[config.mk]
export PLATFORM = sky130hd
export DESIGN_NAME = objects_mux_layered
export DESIGN_NICKNAME = d
export VERILOG_FILES = /design/src/rtl/objects_mux_pkg.sv /design/src/rtl/objects_mux_collision.sv /design/src/rtl/objects_mux_layered.sv
export SDC_FILE = /design/constraint.sdc
export NUM_CORES = 1
export LEC_CHECK = 0
export ABC_AREA = 0
export ABC_CLOCK_PERIOD_IN_PS = 1700
export CAP_MARGIN = 20
export CORE_MARGIN = 8
export CORE_UTILIZATION = 38
export DETAILED_ROUTE_END_ITERATION = 7
export PLACE_DENSITY = 0.77
export SYNTH_ARGS = -nofsm -noshare
export SYNTH_HDL_FRONTEND = slang
export SYNTH_SLANG_ARGS = --single-unit
[constraint.sdc]
create_clock -name clk -period 1.7 [get_ports clk]
set_clock_uncertainty 0.05 [all_clocks]
set_input_delay 0.425 -clock clk [delete_from_list [all_inputs] [get_ports clk]]
set_output_delay 0.425 -clock clk [all_outputs]
set_load 0.02 [all_outputs]
[src/rtl/objects_mux_pkg.sv]
// Shared types, defaults and the priority encoder for the layered object mux.
package objects_mux_pkg;

  localparam int          DEF_RGB_W     = 8;
  localparam logic [7:0]  DEF_KEY_COLOR = 8'hFF;
  localparam int          MAX_LAYERS    = 16;
  localparam int          IDX_W         = $clog2(MAX_LAYERS);

  typedef logic [DEF_RGB_W-1:0] rgb_t;

  typedef struct packed {
    logic             found;
    logic [IDX_W-1:0] index;
  } prio_t;

  // Lowest set bit wins; scanning downward lets later hits overwrite earlier ones.
  function automatic prio_t priority_index(input logic [MAX_LAYERS-1:0] req);
    prio_t res;
    res = '0;
    for (int i = MAX_LAYERS - 1; i >= 0; i--) begin
      if (req[i]) begin
        res.found = 1'b1;
        res.index = IDX_W'(i);
      end
    end
    return res;
  endfunction

endpackage

[src/rtl/objects_mux_collision.sv]
// Per-frame collision accumulator; publishes the closing frame's overlap set on startOfFrame.
module objects_mux_collision #(
  parameter int NUM_LAYERS = 4
) (
  input  logic                  clk,
  input  logic                  rst_n,
  input  logic                  sof,
  input  logic                  valid,
  input  logic [NUM_LAYERS-1:0] req,
  output logic [NUM_LAYERS-1:0] collision_mask,
  output logic                  collision_any
);

  logic [NUM_LAYERS-1:0] acc;
  logic [NUM_LAYERS-1:0] hits;
  logic [NUM_LAYERS-1:0] closing;

  // Two or more bits set <=> clearing the lowest set bit leaves something behind.
  always_comb begin
    hits = '0;
    if (valid && ((req & (req - NUM_LAYERS'(1))) != '0)) hits = req;
    closing = acc | hits;
  end

  always_ff @(posedge clk or negedge rst_n) begin
    if (!rst_n) begin
      acc            <= '0;
      collision_mask <= '0;
      collision_any  <= 1'b0;
    end else if (sof) begin
      collision_mask <= closing;
      collision_any  <= |closing;
      acc            <= '0;
    end else begin
      acc <= closing;
    end
  end

endmodule

[src/rtl/objects_mux_layered.sv]
// N-layer priority pixel mux (layer 0 on top) with frame-synchronous layer mask and
// collision reporting. Define OBJMUX_COLOR_KEY_EN to treat KEY_COLOR pixels as transparent.
module objects_mux_layered
  import objects_mux_pkg::*;
#(
  parameter int               NUM_LAYERS = 4,
  parameter int               RGB_W      = DEF_RGB_W,
  parameter logic [RGB_W-1:0] KEY_COLOR  = RGB_W'(DEF_KEY_COLOR)
) (
  input  logic                        clk,
  input  logic                        resetN,
  input  logic [NUM_LAYERS-1:0]       drawReq,
  input  logic [NUM_LAYERS*RGB_W-1:0] layerRGB,
  input  logic [RGB_W-1:0]            fallbackRGB,
  input  logic                        pixelValid,
  input  logic                        startOfFrame,
  input  logic [NUM_LAYERS-1:0]       cfgMask,
  input  logic                        cfgWr,
  output logic [RGB_W-1:0]            RGBOut,
  output logic [NUM_LAYERS-1:0]       collisionMask,
  output logic                        collisionAny
);

`ifdef OBJMUX_COLOR_KEY_EN
  localparam bit KEY_EN = 1'b1;
`else
  localparam bit KEY_EN = 1'b0;
`endif

  logic [NUM_LAYERS-1:0]       shadow_mask;
  logic [NUM_LAYERS-1:0]       active_mask;
  logic [NUM_LAYERS-1:0]       req_eff;
  logic [NUM_LAYERS-1:0]       req_s1;
  logic                        valid_s1;
  logic [NUM_LAYERS*RGB_W-1:0] rgb_s1;
  logic [RGB_W-1:0]            fallback_s1;
  prio_t                       win;
  logic [RGB_W-1:0]            win_rgb;

  // NOTE: every always_comb output gets a default first so no path can infer a latch.
  always_comb begin
    req_eff = '0;
    for (int i = 0; i < NUM_LAYERS; i++) begin
      req_eff[i] = drawReq[i] & active_mask[i]
                 & !(KEY_EN && (layerRGB[i*RGB_W +: RGB_W] == KEY_COLOR));
    end
  end

  // A same-cycle write and frame start hands the new mask straight to the active copy.
  // NOTE: sequential state uses non-blocking assignments so all registers update together.
  always_ff @(posedge clk or negedge resetN) begin
    if (!resetN) begin
      shadow_mask <= '1;
      active_mask <= '1;
    end else begin
      if (cfgWr)        shadow_mask <= cfgMask;
      if (startOfFrame) active_mask <= cfgWr ? cfgMask : shadow_mask;
    end
  end

  always_ff @(posedge clk or negedge resetN) begin
    if (!resetN) begin
      req_s1   <= '0;
      valid_s1 <= 1'b0;
    end else begin
      req_s1   <= req_eff;
      valid_s1 <= pixelValid;
    end
  end

  // NOTE: pure datapath registers carry no reset; valid_s1 gates them until they hold real data.
  always_ff @(posedge clk) begin
    rgb_s1      <= layerRGB;
    fallback_s1 <= fallbackRGB;
  end

  always_comb begin
    win     = priority_index(MAX_LAYERS'(req_s1));
    win_rgb = rgb_s1[int'(win.index)*RGB_W +: RGB_W];
  end

  always_ff @(posedge clk or negedge resetN) begin
    if (!resetN)        RGBOut <= '0;
    else if (!valid_s1) RGBOut <= '0;
    else if (win.found) RGBOut <= win_rgb;
    else                RGBOut <= fallback_s1;
  end

  objects_mux_collision #(
    .NUM_LAYERS (NUM_LAYERS)
  ) u_collision (
    .clk            (clk),
    .rst_n          (resetN),
    .sof            (startOfFrame),
    .valid          (valid_s1),
    .req            (req_s1),
    .collision_mask (collisionMask),
    .collision_any  (collisionAny)
  );

endmodule

==> run_results.csv <==
group,metric,value,unit
layout,finish.utilization,56.1,%
setup_path,r2r_slack,200,ps
clock_tree,cts_sinks,70,
floorplanning,die_area,0.00843,mm^2
yosys,synthFlopType,"dfxtp_1",
power,p_clk_share,32.2,%
grt,grt_overflow_total,0,
layout,area_growth,42.2,%
yosys,syn_avg_cell_area,13.2,um^2
status,status,"completed",
sta,rsz0062_at_grt,"no",
yosys,synth_edf_count,0,
clock_tree,cts_buffer_depth,2,
layout,multiInputGateArea,567,um^2
sta,hold_viol,0,
grt,first_global_vias,1579,
setup_path,crit_chain,"dlygate4sd2_1",
setup_path,reg2regPathDepth,3,
layout,stdcell_area,0.00311,mm^2
grt,grt_first_pass_wirelength,8070,um
floorplanning,core,0.00554,mm^2
drt,drtIter0Drc,47,
sta,fin_ws,175,ps
setup_path,path_delay_family,"flip-flops",
drt,wl_per_cell,15.9,um
yosys,synthArstFlopShare,42.9,%
setup_path,critPathMaxStageDelay,380,ps
setup_path,rr_startpoint,"req_s1[2]",
sta,finalCritPeriodShare,89.7,%
clock_tree,worstSkewPairLatency,340,ps
drt,wl_met3,321,um
drt,wl_met2,2400,um
sta,relSlewSlack,70.8,%
yosys,synth.cell_area,0.00218,mm^2
power,switchingPower,0.844,mW
sta,slew_violations,0,
grt,grt_max_degree,31,
floorplanning,fp.dieW,91.8,um
power,power.total,3.49,mW
yosys,syn_inst,165,
drt,m1WireLength,2280,um
layout,antenna_cells,0,
place,gp_congestion,0.728,
drt,highest_layer,"met4",
setup_path,path_buf_inv,1,
place,io_buffers,65,
power,ir_worst_vdd,0.641,mV
place,post-place-ws,-73.6,ps
drt,antenna_left,0,
power,power_frac_seq,53.3,%
drt,num_vias,1473,
yosys,yosys_warnings,0,
clock_tree,cts.clk_slew.worst_paths,70,ps
power,p_sw_share,24.2,%
clock_tree,cts_buffers,9,
grt,antenna_found_initial,0,
setup_path,crit_slowest_cell,"dfrtp_1",
clock_tree,cts_hold_buf,0,
power,power-per-cell-area,1120,mW/mm^2
sta,tightest_slew,438,ps
place,place_area,0.00296,mm^2
setup_path,r2r-end,"RGBOut[4]",
layout,drive_above_1_share,15.9,%
grt,grtUsageTotal,12.7,%
sta,hold_slack,388,ps
layout,fillers,484,
floorplanning,io_pins,66,
setup_path,path_max_fanout,2,
clock_tree,cts_setup_buffers,0,
yosys,seq_area_frac_synth,71.5,%
yosys,ys_types,22,
yosys,syn_nets,218,
power,p_comb_share,14.5,%
clock_tree,cts_root_buf,"clkbuf_8",
power,p_leak,1.30,nW
yosys,synth-seq-cells,70,
drt,firstDrtPassIters,4,
power,p_int,2.65,mW
drt,routed_wl,5060,um
setup_path,arrival,1050,ps
layout,seq_area,0.00156,mm^2
worst_hold_path,hp-class,"input port to async pin",
setup_path,path_class,"flip-flop to output port",
setup_path,worstPathRequired,1220,ps
floorplanning,initial_utilization,39.4,%
sta,fin_crit,1530,ps
place,dp_hpwl,3710,um
clock_tree,h-tree-depth,3,
clock_tree,tritoncts,"yes",
drt,route.detailed.drc,0,
layout,final_nets,294,
setup_path,startpoint_type,"flip-flop",
run,maxCapViolCount,0,
floorplanning,die_h,91.8,um
setup_path,endpoint_kind,"output port",
floorplanning,rows,27,
sta,finalSetupViolCount,0,
drt,viasPerCell,4.63,
sta,max_clock_freq,656,MHz
[layout make-up]
cell class              instances  area share, %
well taps                      72           2.90
clock buffers                  14           4.91
flip-flops and latches         70           50.3
clock inverters                 2          0.322
inverters                       1          0.121
repair buffers                 75           23.2
multi-input cells              84           18.2
[worst max path at each step]
stage,depth (start not counted),to,from,slack (ps)
after floorplan,4,RGBOut[0],req_s1[1],280
after global placement,3,active_mask[2],cfgWr,-50
after detailed placement,3,active_mask[0],cfgWr,-70
after CTS,3,RGBOut[0],req_s1[2],50
after global routing,3,u_collision.collision_any,req_s1[2],110
final,1,collisionMask[2],u_collision.collision_mask[2],170
[stage by stage]
stage	setup TNS (ps)	std cells
finish	0	318
global route	0	318
CTS	0	318
detailed placement	-285	302
global placement	-211	302
floorplan	0	165
[power by group through the flow]
stage,logic [mW],clock network [mW],registers [mW]
6_report,0.506,1.12,1.86
3_5_place_dp,0.540,0,1.90
3_3_place_gp,0.529,0,1.89
4_1_cts,0.512,1.16,1.86
2_1_floorplan,0.207,0,1.93
5_1_grt,0.551,1.23,1.88
[per-layer routing]
| metal | vias up | GRT usage (%) |
|---|---|---|
| met4 | 0 | 4.83 |
| li1 | 726 | - |
| met3 | 7 | 6.19 |
| met5 | - | 0 |
| met1 | 695 | 14.8 |
| met2 | 45 | 19.7 |
[kinds of logic after synthesis]
logic type | synth area share (%)
and+or+nand+nor | 11.0
AOI/OAI and AO/OA | 10.7
buffers and inverters | 2.75
DFF | 71.5
muxes | 4.12
[cells in the mapped netlist (4+ instances only)]
library cell | number | area (um^2)
nor2_1 | 11 | 41.3
nor3b_1 | 9 | 67.6
o221ai_1 | 8 | 70.1
clkbuf_1 | 4 | 15.0
and2_1 | 4 | 25.0
mux2_2 | 8 | 90.1
nand2_1 | 8 | 30.0
nor2b_1 | 8 | 50.1
dfstp_2 | 8 | 210
o31a_1 | 8 | 70.1
dfrtp_1 | 22 | 551
dfxtp_1 | 40 | 801
a21oi_1 | 11 | 55.1
[sequential cells by signal, indices dropped and copies added (netlist names)]
signal	flops
rgb_s1	32
RGBOut	8
fallback_s1	8
active_mask	4
req_s1	4
shadow_mask	4
u_collision.acc	4
u_collision.collision_mask	4
u_collision.collision_any	1
valid_s1	1
[repair_timing]
action,4_1_cts,5_1_grt
setup endpoints to repair,13,7
gates resized for setup,13,1
hold endpoints to repair,0,0
[layout by cell type (no fill, tap or decap), drive strengths merged]
master          n
inv             1
nor2           11
dfxtp          40
dfrtp          22
o311a           1
buf            10
clkbuf         14
o31a            8
a41oi           1
nor2b           8
a31oi           3
nand2           8
clkdlybuf4s50  52
a21oi          11
mux2            8
clkinv          2
nor3b           9
and2            4
or3             3
dfstp           8
dlygate4sd2    13
or4             1
o221ai          8
(Power assumes the default switching activity.)
